File: src/rtl/ivl_uvm_mbx_pkg.sv
`default_nettype none
// ============================================================================
// Module      : ivl_uvm_mbx_pkg
// Description : Shared types, constants and helpers for the bounded mailbox.
// Revision    : 1.0 - initial release
// ============================================================================
package ivl_uvm_mbx_pkg;

    typedef enum logic [0:0] {
        MBX_BLOCKING = 1'b0,
        MBX_DROP_NEW = 1'b1
    } mbx_mode_e;

    localparam int DROPW = 16;

    function automatic int mbx_cntw(input int depth);
        return $clog2(depth + 1);
    endfunction

endpackage
`default_nettype wire

File: src/rtl/ivl_uvm_bmbx_ptr.sv
`default_nettype none
// ============================================================================
// Module      : ivl_uvm_bmbx_ptr
// Description : Modulo-DEPTH pointer with explicit wrap and synchronous clear.
// Revision    : 1.0 - initial release
// ============================================================================
module ivl_uvm_bmbx_ptr #(
    parameter int DEPTH = 4,
    parameter int PW    = $clog2(DEPTH)
) (
    input  logic          clk,
    input  logic          rst_n,
    input  logic          inc,
    input  logic          clr,
    output logic [PW-1:0] ptr
);

    localparam logic [PW-1:0] c_last = PW'(DEPTH - 1);

    logic [PW-1:0] r_ptr;

    // Explicit wrap so non-power-of-two depths index only valid entries.
    always_ff @(posedge clk or negedge rst_n) begin
        if (!rst_n) begin
            r_ptr <= '0;
        end else if (clr) begin
            r_ptr <= '0;
        end else if (inc) begin
            r_ptr <= (r_ptr == c_last) ? '0 : r_ptr + PW'(1);
        end
    end

    assign ptr = r_ptr;

endmodule
`default_nettype wire

File: src/rtl/ivl_uvm_bmbx.sv
`default_nettype none
// ============================================================================
// Module      : ivl_uvm_bmbx
// Description : Bounded FWFT mailbox with valid/ready sides, flush and a
//               selectable full-policy (block or drop-new).
// Revision    : 1.0 - initial release
// ============================================================================
module ivl_uvm_bmbx
    import ivl_uvm_mbx_pkg::*;
#(
    parameter int        WIDTH = 32,
    parameter int        DEPTH = 4,
    parameter mbx_mode_e MODE  = MBX_BLOCKING,
    parameter int        CNTW  = mbx_cntw(DEPTH)
) (
    input  logic             clk,
    input  logic             rst_n,
    input  logic             put_valid,
    output logic             put_ready,
    input  logic [WIDTH-1:0] put_data,
    output logic             get_valid,
    input  logic             get_ready,
    output logic [WIDTH-1:0] get_data,
    input  logic             flush,
    output logic [CNTW-1:0]  num,
    output logic             full,
    output logic             empty,
    output logic [DROPW-1:0] drop_cnt
);

    localparam int             c_pw    = $clog2(DEPTH);
    localparam logic [CNTW-1:0] c_depth = CNTW'(DEPTH);

    logic [WIDTH-1:0] r_mem [DEPTH];
    logic [CNTW-1:0]  r_num;
    logic [c_pw-1:0]  w_wp;
    logic [c_pw-1:0]  w_rp;
    logic             w_full;
    logic             w_empty;
    logic             w_put_ready;
    logic             w_put_fire;
    logic             w_get_fire;
    logic             w_wr_en;
    logic             w_rd_en;

    assign w_full     = (r_num == c_depth);
    assign w_empty    = (r_num == '0);
    assign w_put_fire = put_valid & w_put_ready;
    assign w_get_fire = ~w_empty & get_ready;
    // In drop mode put_ready stays high, so a fire while full must not store.
    assign w_wr_en    = w_put_fire & ~w_full & ~flush;
    assign w_rd_en    = w_get_fire & ~flush;

    ivl_uvm_bmbx_ptr #(.DEPTH(DEPTH), .PW(c_pw)) u_wp (
        .clk   (clk),
        .rst_n (rst_n),
        .inc   (w_wr_en),
        .clr   (flush),
        .ptr   (w_wp)
    );

    ivl_uvm_bmbx_ptr #(.DEPTH(DEPTH), .PW(c_pw)) u_rp (
        .clk   (clk),
        .rst_n (rst_n),
        .inc   (w_rd_en),
        .clr   (flush),
        .ptr   (w_rp)
    );

    always_ff @(posedge clk) begin
        if (w_wr_en) begin
            r_mem[w_wp] <= put_data;
        end
    end

    always_ff @(posedge clk or negedge rst_n) begin
        if (!rst_n) begin
            r_num <= '0;
        end else if (flush) begin
            r_num <= '0;
        end else begin
            case ({w_wr_en, w_rd_en})
                2'b10:   r_num <= r_num + CNTW'(1);
                2'b01:   r_num <= r_num - CNTW'(1);
                default: r_num <= r_num;
            endcase
        end
    end

    generate
        if (MODE == MBX_DROP_NEW) begin : g_drop
            logic             w_drop;
            logic [DROPW-1:0] r_drop_cnt;

            assign w_drop = put_valid & w_full & ~flush;

            always_ff @(posedge clk or negedge rst_n) begin
                if (!rst_n) begin
                    r_drop_cnt <= '0;
                end else if (w_drop && (r_drop_cnt != {DROPW{1'b1}})) begin
                    r_drop_cnt <= r_drop_cnt + DROPW'(1);
                end
            end

            assign w_put_ready = 1'b1;
            assign drop_cnt    = r_drop_cnt;
        end else begin : g_block
            assign w_put_ready = ~w_full;
            assign drop_cnt    = '0;
        end
    endgenerate

    assign put_ready = w_put_ready;
    assign get_valid = ~w_empty;
    assign get_data  = r_mem[w_rp];
    assign num       = r_num;
    assign full      = w_full;
    assign empty     = w_empty;

endmodule
`default_nettype wire

File: config.mk
export PLATFORM = sky130hd
export DESIGN_NAME = ivl_uvm_bmbx
export DESIGN_NICKNAME = d
export VERILOG_FILES = /design/src/rtl/ivl_uvm_mbx_pkg.sv /design/src/rtl/ivl_uvm_bmbx_ptr.sv /design/src/rtl/ivl_uvm_bmbx.sv
export SDC_FILE = /design/constraint.sdc
export NUM_CORES = 1
export LEC_CHECK = 0
export CORE_MARGIN = 2
export CORE_UTILIZATION = 50
export DETAILED_ROUTE_END_ITERATION = 6
export PLACE_DENSITY = 0.76
export SLEW_MARGIN = 20
export SYNTH_ARGS = -nofsm -noshare
export SYNTH_HDL_FRONTEND = slang
export SYNTH_HIERARCHICAL = 1
export SYNTH_SLANG_ARGS = --single-unit
File: constraint.sdc
create_clock -name clk -period 11.2 [get_ports clk]
set_clock_uncertainty 0.15 [all_clocks]
set_input_delay 2.8 -clock clk [delete_from_list [all_inputs] [get_ports clk]]
set_output_delay 2.8 -clock clk [all_outputs]
set_load 0.02 [all_outputs]
==> parameters.txt <==
Parameter                              Value

Setup path
  Start point of the critical path ... u_rp/ptr[0]$_DFFE_PN0P_
  Slack of the worst reg-to-reg path ... around 8400 ps
  Crit path required time ... approximately 8300 ps
  Capture point of the worst path ... get_data[31]
  RR Startpoint ... num[0]$_DFFE_PN0P_
  RR Endpoint ... r_mem[0][9]$_DFFE_PP_
  Arrival time of the worst setup path ... approximately 2800 ps
  Startpoint type of the worst setup path ... flip-flop
  Reg2Reg Depth ... 6
  Crit-path max FO ... 25
  Worst setup EP type ... output pin
  Worst setup path class ... flip-flop to output pin

Timing
  Total setup violations reported at the end of the flow ... 0
  Worst slew pin tran ... ~1000 ps
  RSZ-0062 raised after global routing ... no
  Portion of the clock cycle consumed by the worst path in the final layout ... 51.1%
  Post-Route Setup TNS ... 0 ps
  Relative slew margins ... between 30% and 40%
  Pins over their slew limit ... 0
  Fmax achieved ... approximately 170 MHz
  Minimum period implied by the final worst setup slack ... between 5000 and 6000 ps
  Final critical-path setup slack ... about 5500 ps
  Hold Vio Cnt, Final ... 0

CTS
  CTS buffer count ... 17
  Buffer depth of the longest clock path ... 2
  Hold Buf Count CTS ... 0
  Clock slew seen by the registers of the worst setup and hold paths ... 60 ps
  Clock Root Buffer ... clkbuf_8
  Number of clock sinks ... 135
  CTS tree ... yes
  Number of setup buffers added after CTS ... 0
  Clock insertion delay at the later pin of the skew report ... 510 ps
  Number of gates given a new drive strength after cts ... 0
  Max H-tree Level ... 4

Placed design
  Half-perimeter wire length of the detailed placement result ... approximately 5200 µm
  Post-Place Setup Slack ... roughly 5600 ps
  Count of buffers from port buffering ... 75
  Final weighted congestion in routability-driven placement ... slightly above 0.7
  Area after DPL ... 6080 µm²

Synthesis
  Post-synthesis register bit count ... between 100 and 150
  Dominant synthesized flop cell ... edfxtp_1
  Share of the yosys chip area belonging to registers ... between 70% and 80%
  Count leader, synth ... edfxtp_1
  Post-synth top cells ... edfxtp_1, mux4_2, buf_4, dfrtp_1, nor2_1
  Number of enable-type register cells in the synthesized netlist ... 128
  Post-synthesis async set-or-reset flop share ... between 5 and 6%
  Post-synth design cell area ... between 5000 and 6000 µm²
  Mapped Cells ... 235
  Yosys top cell area share ... approximately 74%
  Mean Syn Cell Area ... about 22 µm²
  Cells taking the most area after synthesis ... edfxtp_1, mux4_2, dfrtp_1, buf_4, mux2i_1
  Warnings from Yosys ... 6
  Unique masters post-synth ... 34
  Post-synth top area cell ... edfxtp_1

Global route
  Antenna violations before repair ... 0
  First-pass GRT wire length ... about 14000 µm
  Overflow after GRT ... 0
  Total track usage ... 17.2%
  Pin count of the biggest net entering global routing ... 35
  Via count of the first global-routing pass ... between 2000 and 3000

Die
  Row Count ... 37
  Die span in x ... between 100 and 150 µm
  Vertical die dimension ... around 110 µm
  Floorplan core area ... 10200 µm²
  Die outline area ... 11300 µm²
  Top-Level Pins ... 92
  Starting density of the core ... just over 50%

Flow run
  Number of max-cap violations ... 0

Routing
  DRC Markers ... 0
  Wire length per cell after detailed routing ... around 19 µm
  Number of design-rule violations left by the first detailed-router iteration ... 101
  First drt pass iteration count ... 4
  Vias ... about 2500
  Antenna-violating nets left ... 0
  Wirelength, routed ... a little under 9000 µm
  Routed vias/inst ... approximately 5.2

Min path
  Hold crit path type ... flip-flop to flip-flop

Cells and area
  Layout cells sized above 1 ... approximately 23%
  Layout Area Growth over Synthesis ... 27.8%
  Total non-filler cell area in the finished layout ... roughly 6700 µm²
  Fillcell total ... a little under 700
  Antenna Cells ... 0
  Layout Nets ... 362

Pwr
  Power per unit of standard cell area ... between 200 and 250 nW/µm²
  Worst voltage drop across the vdd grid ... between 0.0001 and 0.00015 V
  P_leak ... approximately 0.0022 µW

Run status
  Run status ... complete, no violations
-- sequential cells by signal, summed over array words and instances (netlist names) --
signal / count
r_mem: 128
u_rp/ptr: 2
u_wp/ptr: 2
num: 3
-- worst min path at each step --
stage / start / to / slack [ps] / cells after the start
detailed placement: u_wp/ptr[0]$_DFFE_PN0P_ / u_wp/ptr[0]$_DFFE_PN0P_ / 510 / 2
global route: u_wp/ptr[0]$_DFFE_PN0P_ / u_wp/ptr[0]$_DFFE_PN0P_ / 550 / 2
CTS: num[1]$_DFFE_PN0P_ / num[1]$_DFFE_PN0P_ / 520 / 2
floorplan: u_rp/ptr[0]$_DFFE_PN0P_ / u_rp/ptr[0]$_DFFE_PN0P_ / 400 / 2
global placement: u_wp/ptr[0]$_DFFE_PN0P_ / u_wp/ptr[0]$_DFFE_PN0P_ / 480 / 2
finish: u_wp/ptr[0]$_DFFE_PN0P_ / u_wp/ptr[0]$_DFFE_PN0P_ / 520 / 2
-- layout by cell type, fill, tap and decap left out, types with 2 or more instances in the layout --
cell / count
clkbuf_16: 16
clkdlybuf4s50_1: 75
or3b_1: 2
dfrtp_1: 5
mux2i_1: 3
clkinvlp_4: 2
nand2b_1: 4
clkinv_1: 2
edfxtp_1: 128
clkinv_2: 3
nand2_1: 3
nand2_2: 2
mux4_2: 32
a21oi_2: 2
conb_1: 16
dfrtp_2: 2
a21oi_1: 2
nor2_1: 4
or3_1: 2
clkinv_4: 3
ha_1: 2
bufinv_16: 4
buf_4: 2
-- per-layer routing --
| metal | track usage (%) | vias to the layer above | routed length [µm] |
|---|---|---|---|
| met2 | 27.1 | 69 | 4460 |
| met1 | 22.5 | 1270 | 3870 |
| met4 | 5.92 | 0 | 78 |
| met3 | 6.13 | 7 | 415 |
| met5 | 0 | - | 0 |
| li1 | - | 1105 | - |
-- where the power goes --
group / switching [µW] / internal, µW
Combinational: 108 / 114
Sequential: 17.5 / 574
Clock: 198 / 358
-- cells by family (layout without fill, tap and decap cells) --
logic type / Yosys count / count (layout) / share of synthesized area (%)
buffers and inverters: 26 / 110 / 3.11
adder cells (fa/ha/maj): 3 / 3 / 0.862
AND/OR/NAND/NOR: 26 / 26 / 3.11
XOR/XNOR: 2 / 2 / 0.479
other: 1 / 16 / 0.0718
AO/OA/AOI/OAI: 6 / 6 / 0.815
flip-flops: 135 / 135 / 77.0
multiplexers: 36 / 36 / 14.6
-- final cells by class --
class | instances | area (µm²) | area share (%)
sequential | 135 | 4020 | 60.2
multi-input combinational | 89 | 1110 | 16.7
timing repair buffer | 77 | 766 | 11.5
clock buffer | 17 | 414 | 6.20
clock inverter | 14 | 184 | 2.76
tap | 136 | 170 | 2.55
inverter | 2 | 7.51 | 0.112
-- critical path: stages (launching register included) --
cell             delay, ps
dfrtp_2                570
buf_4                  520
mux4_2                 610
clkdlybuf4s50_1        570
-- metrics by stage --
stage,total power [µW],hold WS (ps),instances,utilization [%]
floorplan,733,404,250,-
global placement,824,481,439,59.4
detailed placement,827,505,439,59.4
CTS,1390,522,470,65.2
global route,1420,552,470,65.2
finish,1370,517,470,65.2
(Power assumes the default switching activity.)
